$ cat src/rtl/legv8_control_unit_if.sv
// Bundle between the LEGv8 control unit, its instruction ROM and the datapath.
// The control unit takes the master side and the ROM/datapath take the slave side.
interface legv8_control_unit_if #(
  parameter int PC_WIDTH = 32
);
  logic [31:0]         instruction;
  logic [3:0]          status;
  logic [PC_WIDTH-1:0] pc;
  logic [31:0]         control_word;
  logic [63:0]         constant;
  logic                halted;

  modport master (
    input  instruction, status,
    output pc, control_word, constant, halted
  );

  modport slave (
    output instruction, status,
    input  pc, control_word, constant, halted
  );
endinterface

$ cat src/rtl/legv8_control_unit.sv
// Multicycle LEGv8 control unit: fetches from a combinational ROM, decodes into the
// datapath control word and constant, and resolves CBZ/B against the status flags.
module legv8_control_unit #(
  parameter int                PC_WIDTH = 32,
  parameter logic [PC_WIDTH-1:0] RESET_PC = '0
) (
  input  logic                  clock,
  input  logic                  reset,
  legv8_control_unit_if.master  bus
);

  typedef enum logic [1:0] {FETCH, EXEC, BRANCH, HALT} state_t;

  typedef struct packed {
    logic       rsvd;
    logic       en_mem;
    logic       en_b;
    logic [1:0] size;
    logic       mem_cs;
    logic       mw;
    logic       en_alu;
    logic       addr_en;
    logic       sl;
    logic [4:0] fs;
    logic       bs;
    logic       rw;
    logic [4:0] sb;
    logic [4:0] sa;
    logic [4:0] da;
  } cw_t;

  localparam logic [4:0]  FS_AND  = 5'b00000;
  localparam logic [4:0]  FS_ORR  = 5'b00100;
  localparam logic [4:0]  FS_ADD  = 5'b01000;
  localparam logic [4:0]  FS_SUB  = 5'b01001;
  localparam logic [10:0] OP_ADD  = 11'b10001011000;
  localparam logic [10:0] OP_SUB  = 11'b11001011000;
  localparam logic [10:0] OP_AND  = 11'b10001010000;
  localparam logic [10:0] OP_ORR  = 11'b10101010000;
  localparam logic [10:0] OP_LDUR = 11'b11111000010;
  localparam logic [10:0] OP_STUR = 11'b11111000000;
  localparam logic [9:0]  OP_ADDI = 10'b1001000100;
  localparam logic [9:0]  OP_SUBI = 10'b1101000100;
  localparam logic [7:0]  OP_CBZ  = 8'b10110100;
  localparam logic [5:0]  OP_B    = 6'b000101;

  // Word offsets become byte offsets, sign-extended to the PC width; PC adds wrap.
  function automatic logic signed [PC_WIDTH-1:0] off_imm26(input logic [25:0] imm);
    logic signed [27:0] w;
    w = signed'({imm, 2'b00});
    return PC_WIDTH'(w);
  endfunction

  function automatic logic signed [PC_WIDTH-1:0] off_imm19(input logic [18:0] imm);
    logic signed [20:0] w;
    w = signed'({imm, 2'b00});
    return PC_WIDTH'(w);
  endfunction

  function automatic logic signed [63:0] sext_d9(input logic [8:0] imm);
    logic signed [8:0] s;
    s = signed'(imm);
    return 64'(s);
  endfunction

  state_t              state, state_nxt;
  logic [31:0]         ir, ir_nxt;
  logic [PC_WIDTH-1:0] pc_q, pc_nxt, pc_inc;
  cw_t                 cw;
  logic [63:0]         cst;
  logic                halted;
  logic [2:0]          unused_flags;

  logic [10:0] op11;
  logic [9:0]  op10;
  logic [7:0]  op8;
  logic [5:0]  op6;
  logic [4:0]  rd, rn, rm;

  assign op11   = ir[31:21];
  assign op10   = ir[31:22];
  assign op8    = ir[31:24];
  assign op6    = ir[31:26];
  assign rd     = ir[4:0];
  assign rn     = ir[9:5];
  assign rm     = ir[20:16];
  assign pc_inc = pc_q + PC_WIDTH'(4);
  assign unused_flags = bus.status[3:1];

  always_ff @(posedge clock or negedge reset) begin
    if (!reset) begin
      state <= FETCH;
      ir    <= '0;
      pc_q  <= RESET_PC;
    end else begin
      state <= state_nxt;
      ir    <= ir_nxt;
      pc_q  <= pc_nxt;
    end
  end

  always_comb begin
    state_nxt = state;
    ir_nxt    = ir;
    pc_nxt    = pc_q;
    cw        = '0;
    cst       = '0;
    halted    = 1'b0;
    unique case (state)
      FETCH: begin
        ir_nxt    = bus.instruction;
        state_nxt = EXEC;
      end
      EXEC: begin
        state_nxt = FETCH;
        pc_nxt    = pc_inc;
        // Longest opcode field first so shorter prefixes cannot shadow it.
        if (op11 == OP_ADD || op11 == OP_SUB || op11 == OP_AND || op11 == OP_ORR) begin
          cw.da     = rd;
          cw.sa     = rn;
          cw.sb     = rm;
          cw.rw     = 1'b1;
          cw.en_alu = 1'b1;
          cw.sl     = (op11 == OP_SUB);
          cw.fs     = (op11 == OP_SUB) ? FS_SUB :
                      (op11 == OP_AND) ? FS_AND :
                      (op11 == OP_ORR) ? FS_ORR : FS_ADD;
        end else if (op11 == OP_LDUR || op11 == OP_STUR) begin
          cw.sa      = rn;
          cw.bs      = 1'b1;
          cw.fs      = FS_ADD;
          cw.addr_en = 1'b1;
          cw.mem_cs  = 1'b1;
          cw.size    = 2'b11;
          cst        = sext_d9(ir[20:12]);
          if (op11 == OP_LDUR) begin
            cw.da     = rd;
            cw.rw     = 1'b1;
            cw.en_mem = 1'b1;
          end else begin
            cw.sb   = rd;
            cw.mw   = 1'b1;
            cw.en_b = 1'b1;
          end
        end else if (op10 == OP_ADDI || op10 == OP_SUBI) begin
          cw.da     = rd;
          cw.sa     = rn;
          cw.bs     = 1'b1;
          cw.rw     = 1'b1;
          cw.en_alu = 1'b1;
          cw.sl     = (op10 == OP_SUBI);
          cw.fs     = (op10 == OP_SUBI) ? FS_SUB : FS_ADD;
          cst       = {52'd0, ir[21:10]};
        end else if (op8 == OP_CBZ) begin
          cw.sa     = rd;
          cw.bs     = 1'b1;
          cw.fs     = FS_ADD;
          cw.sl     = 1'b1;
          pc_nxt    = pc_q;
          state_nxt = BRANCH;
        end else if (op6 == OP_B) begin
          pc_nxt = pc_q + $unsigned(off_imm26(ir[25:0]));
        end else begin
          pc_nxt    = pc_q;
          state_nxt = HALT;
        end
      end
      BRANCH: begin
        state_nxt = FETCH;
        pc_nxt    = bus.status[0] ? pc_q + $unsigned(off_imm19(ir[23:5])) : pc_inc;
      end
      HALT: begin
        halted = 1'b1;
      end
    endcase
  end

  assign bus.pc           = pc_q;
  assign bus.control_word = cw;
  assign bus.constant     = cst;
  assign bus.halted       = halted;

endmodule

$ cat src/flat_wrapper.sv
// flat-port wrapper written by rule: the top's interface ports become plain ports
module legv8_control_unit_flat 
#(
  parameter int                PC_WIDTH = 32,
  parameter logic [PC_WIDTH-1:0] RESET_PC = '0
)
  (clock, reset, bus_instruction, bus_status, bus_pc, bus_control_word, bus_constant, bus_halted);
  legv8_control_unit_if #(.PC_WIDTH(PC_WIDTH)) bus_i ();
  input  logic clock;
  input  logic reset;
  input wire logic [$bits(bus_i.instruction)-1:0] bus_instruction;
  input wire logic [$bits(bus_i.status)-1:0] bus_status;
  output wire logic [$bits(bus_i.pc)-1:0] bus_pc;
  output wire logic [$bits(bus_i.control_word)-1:0] bus_control_word;
  output wire logic [$bits(bus_i.constant)-1:0] bus_constant;
  output wire logic [$bits(bus_i.halted)-1:0] bus_halted;
  assign bus_i.instruction = bus_instruction;
  assign bus_i.status = bus_status;
  assign bus_pc = bus_i.pc;
  assign bus_control_word = bus_i.control_word;
  assign bus_constant = bus_i.constant;
  assign bus_halted = bus_i.halted;
  legv8_control_unit #(.PC_WIDTH(PC_WIDTH), .RESET_PC(RESET_PC)) u_core (.clock(clock), .reset(reset), .bus(bus_i));
endmodule
$ cat config.mk
export PLATFORM = sky130hd
export DESIGN_NAME = legv8_control_unit_flat
export DESIGN_NICKNAME = d
export VERILOG_FILES = /design/src/rtl/legv8_control_unit_if.sv /design/src/rtl/legv8_control_unit.sv /design/src/flat_wrapper.sv
export SDC_FILE = /design/constraint.sdc
export NUM_CORES = 1
export LEC_CHECK = 0
export BUFFER_PORTS_ARGS = -buffer_cell sky130_fd_sc_hd__buf_4
export CAP_MARGIN = 5
export CELL_PAD_IN_SITES_DETAIL_PLACEMENT = 1
export CELL_PAD_IN_SITES_GLOBAL_PLACEMENT = 1
export CORE_MARGIN = 2
export CORE_UTILIZATION = 41
export CTS_CLUSTER_DIAMETER = 50
export DETAILED_ROUTE_END_ITERATION = 16
export GPL_TIMING_DRIVEN = 0
export PLACE_DENSITY_LB_ADDON = 0.1
export SYNTH_ARGS = -nofsm -noshare
export SYNTH_HDL_FRONTEND = slang
export SYNTH_SLANG_ARGS = --single-unit
$ cat constraint.sdc
create_clock -name clock -period 3.95 [get_ports clock]
set_clock_uncertainty 0.15 [all_clocks]
set_input_delay 0.395 -clock clock [delete_from_list [all_inputs] [get_ports clock]]
set_output_delay 0.395 -clock clock [all_outputs]
set_load 0.005 [all_outputs]
# Word-level counts from Yosys, hierarchy flattened

Index checks and enable logic that the tools add are counted.

Memories kept: 0
Flip-flop bits (word level): 66
Output and inout bits: 129
Bits of input ports: 38
ROM bits: 0
Latch bits: 0
Memory bits (writable): 0

Reduce and logical (&&, ||, !) cells: 9
$lt $le $gt $ge: 0
Bitwise gates (word level): 0
Add/subtract/negate cells: 3
Shifts and indexed selects: 0
Div/mod/pow operators: 0
Multipliers: 0
Mux-type cells: 46
Equal/unequal tests: 15

Operators by type and width:

| cell                    | count |
|---|---|
| $mux W32                | 6 |
| $mux W64                | 3 |
| $eq A11 B11 Y1 const B  | 6 |
| $add A32 B32 Y32        | 2 |
| $pmux W32 S2            | 1 |
| $mux W5                 | 8 |
| $add A32 B3 Y32 const B | 1 |
| $mux W31                | 1 |
| $mux W7                 | 3 |
| $eq A10 B10 Y1 const B  | 2 |
| $mux W6                 | 3 |
| $mux W16                | 1 |
| $mux W12                | 1 |
| $mux W1                 | 11 |
| $mux W10                | 1 |
| $mux W2                 | 5 |
| $eq A8 B8 Y1 const B    | 1 |
| $eq A6 B3 Y1 const B    | 1 |
| $pmux W2 S3             | 1 |
| $logic_or A1 B1 Y1      | 5 |
| $ne A5 B1 Y1 const B    | 1 |
| $ne A5 B2 Y1 const B    | 1 |
| $eq A2 B2 Y1 const B    | 2 |
| $mux W4                 | 1 |
| 5 further kinds         | 5 |

# Longest topological paths before layout

Word-level depth: 7
Mapped depth: 11
Gate-level depth less buffers: 10

# Least setup slack after synthesis

No wires, ideal clock.

Kind: register to output
Start: register u_core.ir[23]
End: output bus_constant[13]
Setup slack: 0.502 ns
Cell stages (with the launch flop): 9
Arrival time: 2.903 ns
Required time: 3.405 ns
Cell sequence: dfrtp_1 -> nor2_1 -> nand3_1 -> or2_2 -> nor2_1 -> buf_1 -> nand2_1 -> inv_1 -> buf_4

Word-level cells in the longest chain between the ends: 6
Elaborated cells on any way between the ends: 13
Those cells by class: eq/ne: 6; mux: 3; reduce/logical: 4

RTL lines:

| what                             | line                      | text |
|---|---|---|
| start, declared                  | legv8_control_unit.sv:67  | `logic [31:0] ir, ir_nxt;` |
| start signal, assigned           | legv8_control_unit.sv:97  | `ir <= ir_nxt;` |
| $eq A11 B11 Y1                   | legv8_control_unit.sv:118 | `if (op11 == OP_ADD \|\| op11 == OP_SUB \|\| op11 == OP_AND \|\| op11 == OP_ORR) begin` |
| $logic_or A1 B1 Y1 (3 in series) | legv8_control_unit.sv:118 |  |
| $mux W64 *                       | legv8_control_unit.sv:118 |  |
| $mux W64 *                       | legv8_control_unit.sv:109 | `unique case (state)` |
| end, declared                    | flat_wrapper.sv:15        | `output wire logic [$bits(bus_i.constant)-1:0] bus_constant;` |

Every way passes the cells marked *; elsewhere a longest branch is shown, timed or not.

# Final worst setup path

Start: register u_core.ir[21]
End: output bus_control_word[5]

Word-level cells in the longest chain between the ends: 6
Elaborated cells on any way between the ends: 13
Those cells by class: eq/ne: 6; mux: 3; reduce/logical: 4

RTL lines:

| what                             | line                      | text |
|---|---|---|
| $eq A11 B11 Y1                   | legv8_control_unit.sv:118 |  |
| $logic_or A1 B1 Y1 (3 in series) | legv8_control_unit.sv:118 |  |
| $mux W16 *                       | legv8_control_unit.sv:118 |  |
| $mux W31 *                       | legv8_control_unit.sv:109 |  |
| end, declared                    | flat_wrapper.sv:14        | `output wire logic [$bits(bus_i.control_word)-1:0] bus_control_word;` |

Marks and branches as above.

==> flow_summary.json <==
{
  "finalPower_w": 0.0105,
  "ir_worst_vdd_uv": 434,
  "power.leakage_nw": 4.43,
  "wl_mm": 29.6,
  "synth_area_um2": 7700,
  "synthToLayoutAreaGrowth_pct": 23.7,
  "synthTopCellsByArea": "dfrtp_1 (21%), ha_1 (10%), buf_4 (5.8%)",
  "critPathTopFamily": "compound AO/OA/AOI/OAI gates",
  "drive_above_1_share_pct": 26.0,
  "period_share_pct": 95.7,
  "yosysTopAreaCellShare_pct": 20.8,
  "finalHoldViolations": 0,
  "crit_path_end_kind": "output pin",
  "worst_pin_slew_ns": 0.895,
  "synthDistinctLibCells": 69,
  "max_cap_violations": 0,
  "diodes": 0,
  "ys_seq_area_share_pct": 20.8,
  "synth-seq-cells": 64,
  "clkPwrFrac_pct": 7.1,
  "worst_setup_path_start_kind": "flop",
  "crit_chain": "nor2b_1, a31oi_1, o21a_1, buf_2, nor2_1, a22o_1, buf_4",
  "vias": 8270,
  "synth-edff-count": 0,
  "netlist_instances": 968,
  "grt_max_degree": 65,
  "reg2reg_from": "u_core.bus.pc[2]",
  "crit_path_max_incr_delay_ns": 0.63,
  "worst-setup-path-type": "flop to output pin",
  "r2r_setup_slack_ns": 0.25,
  "drc": 0,
  "io_pins": 167,
  "rr_endpoint": "u_core.bus.pc[30]",
  "clk_pin_slew_worst_paths_ns": 0.06,
  "clk_latency_ns": 0.34,
  "avgSynthCellArea_um2": 7.96,
  "grt_pass1_vias": 8348,
  "required_ns": 3.40,
  "via_per_inst": 5.98,
  "min-delay-path-class": "input pin to asynchronous set/reset pin",
  "cts_inserted_buffers": 9,
  "mostFrequentLayoutCell": "buf_4",
  "post_drt_wl_per_cell_um": 21.4,
  "fp.dieH_um": 141,
  "clk_path_buf_depth": 2,
  "critPathCapture": "bus_control_word[5]",
  "p_switching_w": 0.00577,
  "tns_ns": 0,
  "ys_async_sr_fraction_pct": 100,
  "final_cell_mix": "buf_4 (218), nand2_1 (101), nor2_1 (78)",
  "dp_hpwl_mm": 22.4,
  "rows": 50,
  "core_um2": 18600,
  "dieWidth_um": 141,
  "synth_largest_area_cell": "dfrtp_1",
  "path_buf_inv": 2,
  "gp_congestion": 0.892,
  "track_usage_pct": 29.8,
  "ys.flop_type": "dfrtp_1",
  "setup_violations": 0,
  "first_pass_iters": 5,
  "swShare_pct": 55.0,
  "final_nets": 1246,
  "slew_headroom_pct": 40.3,
  "p_per_area_nw_per_um2": 1100,
  "start_util_pct": 41.5,
  "finalCriticalPeriod_ns": 3.78,
  "crit_arrival_ns": 3.23,
  "die_area_um2": 19900,
  "grt-ovfl-total": 0,
  "p_comb_share_pct": 74.9,
  "ant_nets": 0,
  "numClockSinks": 64,
  "drt_iter0_markers": 380,
  "pwr-share-seq_pct": 17.9,
  "reg2reg_depth": 10,
  "root_buffer": "clkbuf_16",
  "grt_pass1_wl_mm": 46.9,
  "cp_num_cells": 7,
  "post-route-util_pct": 51.3,
  "yosysWarnings": 0,
  "setup.worst_path.start": "u_core.ir[21]",
  "rsz0062_at_grt": "no",
  "timing.fmax_mhz": 265,
  "drv_slew": 0,
  "status": "finished, final reports clean",
  "worstPathMaxFanout": 10,
  "cpMaxStageDelayCell": "dfrtp_1",
  "antenna_found_initial": 1,
  "fin_worst_hold_slack_ns": 0.0192,
  "p_int_w": 0.00472,
  "fillerInstances": 2320,
  "io_buffers": 158,
  "cts.htree.levels": 3,
  "cts_tree": "built"
}
power groups by stage:
stage / clock network, W / registers (W) / logic (W)
after floorplan: 0 / 0.00148 / 0.00568
after global placement: 0 / 0.00184 / 0.00747
after detailed placement: 0 / 0.00185 / 0.00764
after CTS: 0.000765 / 0.00185 / 0.00774
after global routing: 0.000790 / 0.00193 / 0.00868
final: 0.000750 / 0.00188 / 0.00786
logic make-up after synthesis:
logic type	count (synthesis)	synth area share, %
multiplexers	43	6.14
flip-flops	64	20.8
buffers and inverters	121	8.90
XOR/XNOR	66	7.50
other	1	0.0487
AND/OR/NAND/NOR	303	19.0
adder cells (fa/ha/maj)	65	10.8
AO/OA/AOI/OAI	305	26.9
flip-flops by register name (all words and copies together), names as in the netlist:
signal	count
u_core.state	2
u_core.ir	32
u_core.bus.pc	30
cell type report:
type	count	area (um^2)	share of cell area (%)
repair inverters	3	22.5	0.236
flip-flops and latches	64	1600	16.8
repair buffers	158	1190	12.4
plain buffers	100	608	6.38
clock inverters	7	48.8	0.512
multi-input cells	787	5470	57.4
well taps	234	293	3.07
inverters	20	78.8	0.827
clock buffers	9	225	2.36
worst min-delay path by stage:
stage,start,end
4_1_cts,reset,u_core.ir[7]
3_3_place_gp,u_core.state[1],u_core.state[1]
6_report,reset,u_core.ir[7]
3_5_place_dp,reset,u_core.ir[7]
2_1_floorplan,reset,u_core.bus.pc[10]
5_1_grt,reset,u_core.ir[7]
synth_stat cells (5+ instances only):
cell type  number
nand2_1       102
nor2_1         78
a21oi_1        65
dfrtp_1        64
ha_1           63
buf_4          60
o21ai_0        46
xnor2_1        37
mux2_2         34
a21o_1         33
clkbuf_1       32
xor2_1         29
a211oi_1       24
nand3_1        24
inv_1          20
a22o_1         18
a31oi_1        16
and2_1         16
nand4_1        16
o211ai_1       16
nor3_1         13
and3_1         10
mux2i_1         9
o21ai_1         9
or3_1           9
nand2b_1        8
nor2b_1         8
o21a_1          8
o221ai_1        8
o31ai_1         8
o22ai_1         6
a41oi_1         5
buf_2           5
o21bai_1        5
stage by stage:
stage,setup WS [ns],cells,cell area [um^2]
2_1_floorplan,0.502,972,7720
3_3_place_gp,-0.577,1364,9200
3_5_place_dp,-0.683,1364,9200
4_1_cts,0.0314,1383,9520
5_1_grt,0.0122,1382,9530
6_report,0.170,1382,9530
repair_timing:
action / 4_1_cts / 5_1_grt
hold buffers: 0 / 0
setup buffers: 0 / 0
gates resized for setup: 9 / 3
endpoints found under the setup margin: 57 / 57
cloned: 3 / 0
pin swaps: 0 / 0
per-layer routing:
layer	global-route usage, %	part of all wire [%]	up-vias
li1	-	-	3860
met1	40.7	45	4056
met2	48.2	45	303
met3	5.03	6.8	51
met4	9.47	2.6	0
met5	0	0	-
Power figures use the tool's default switching activity.
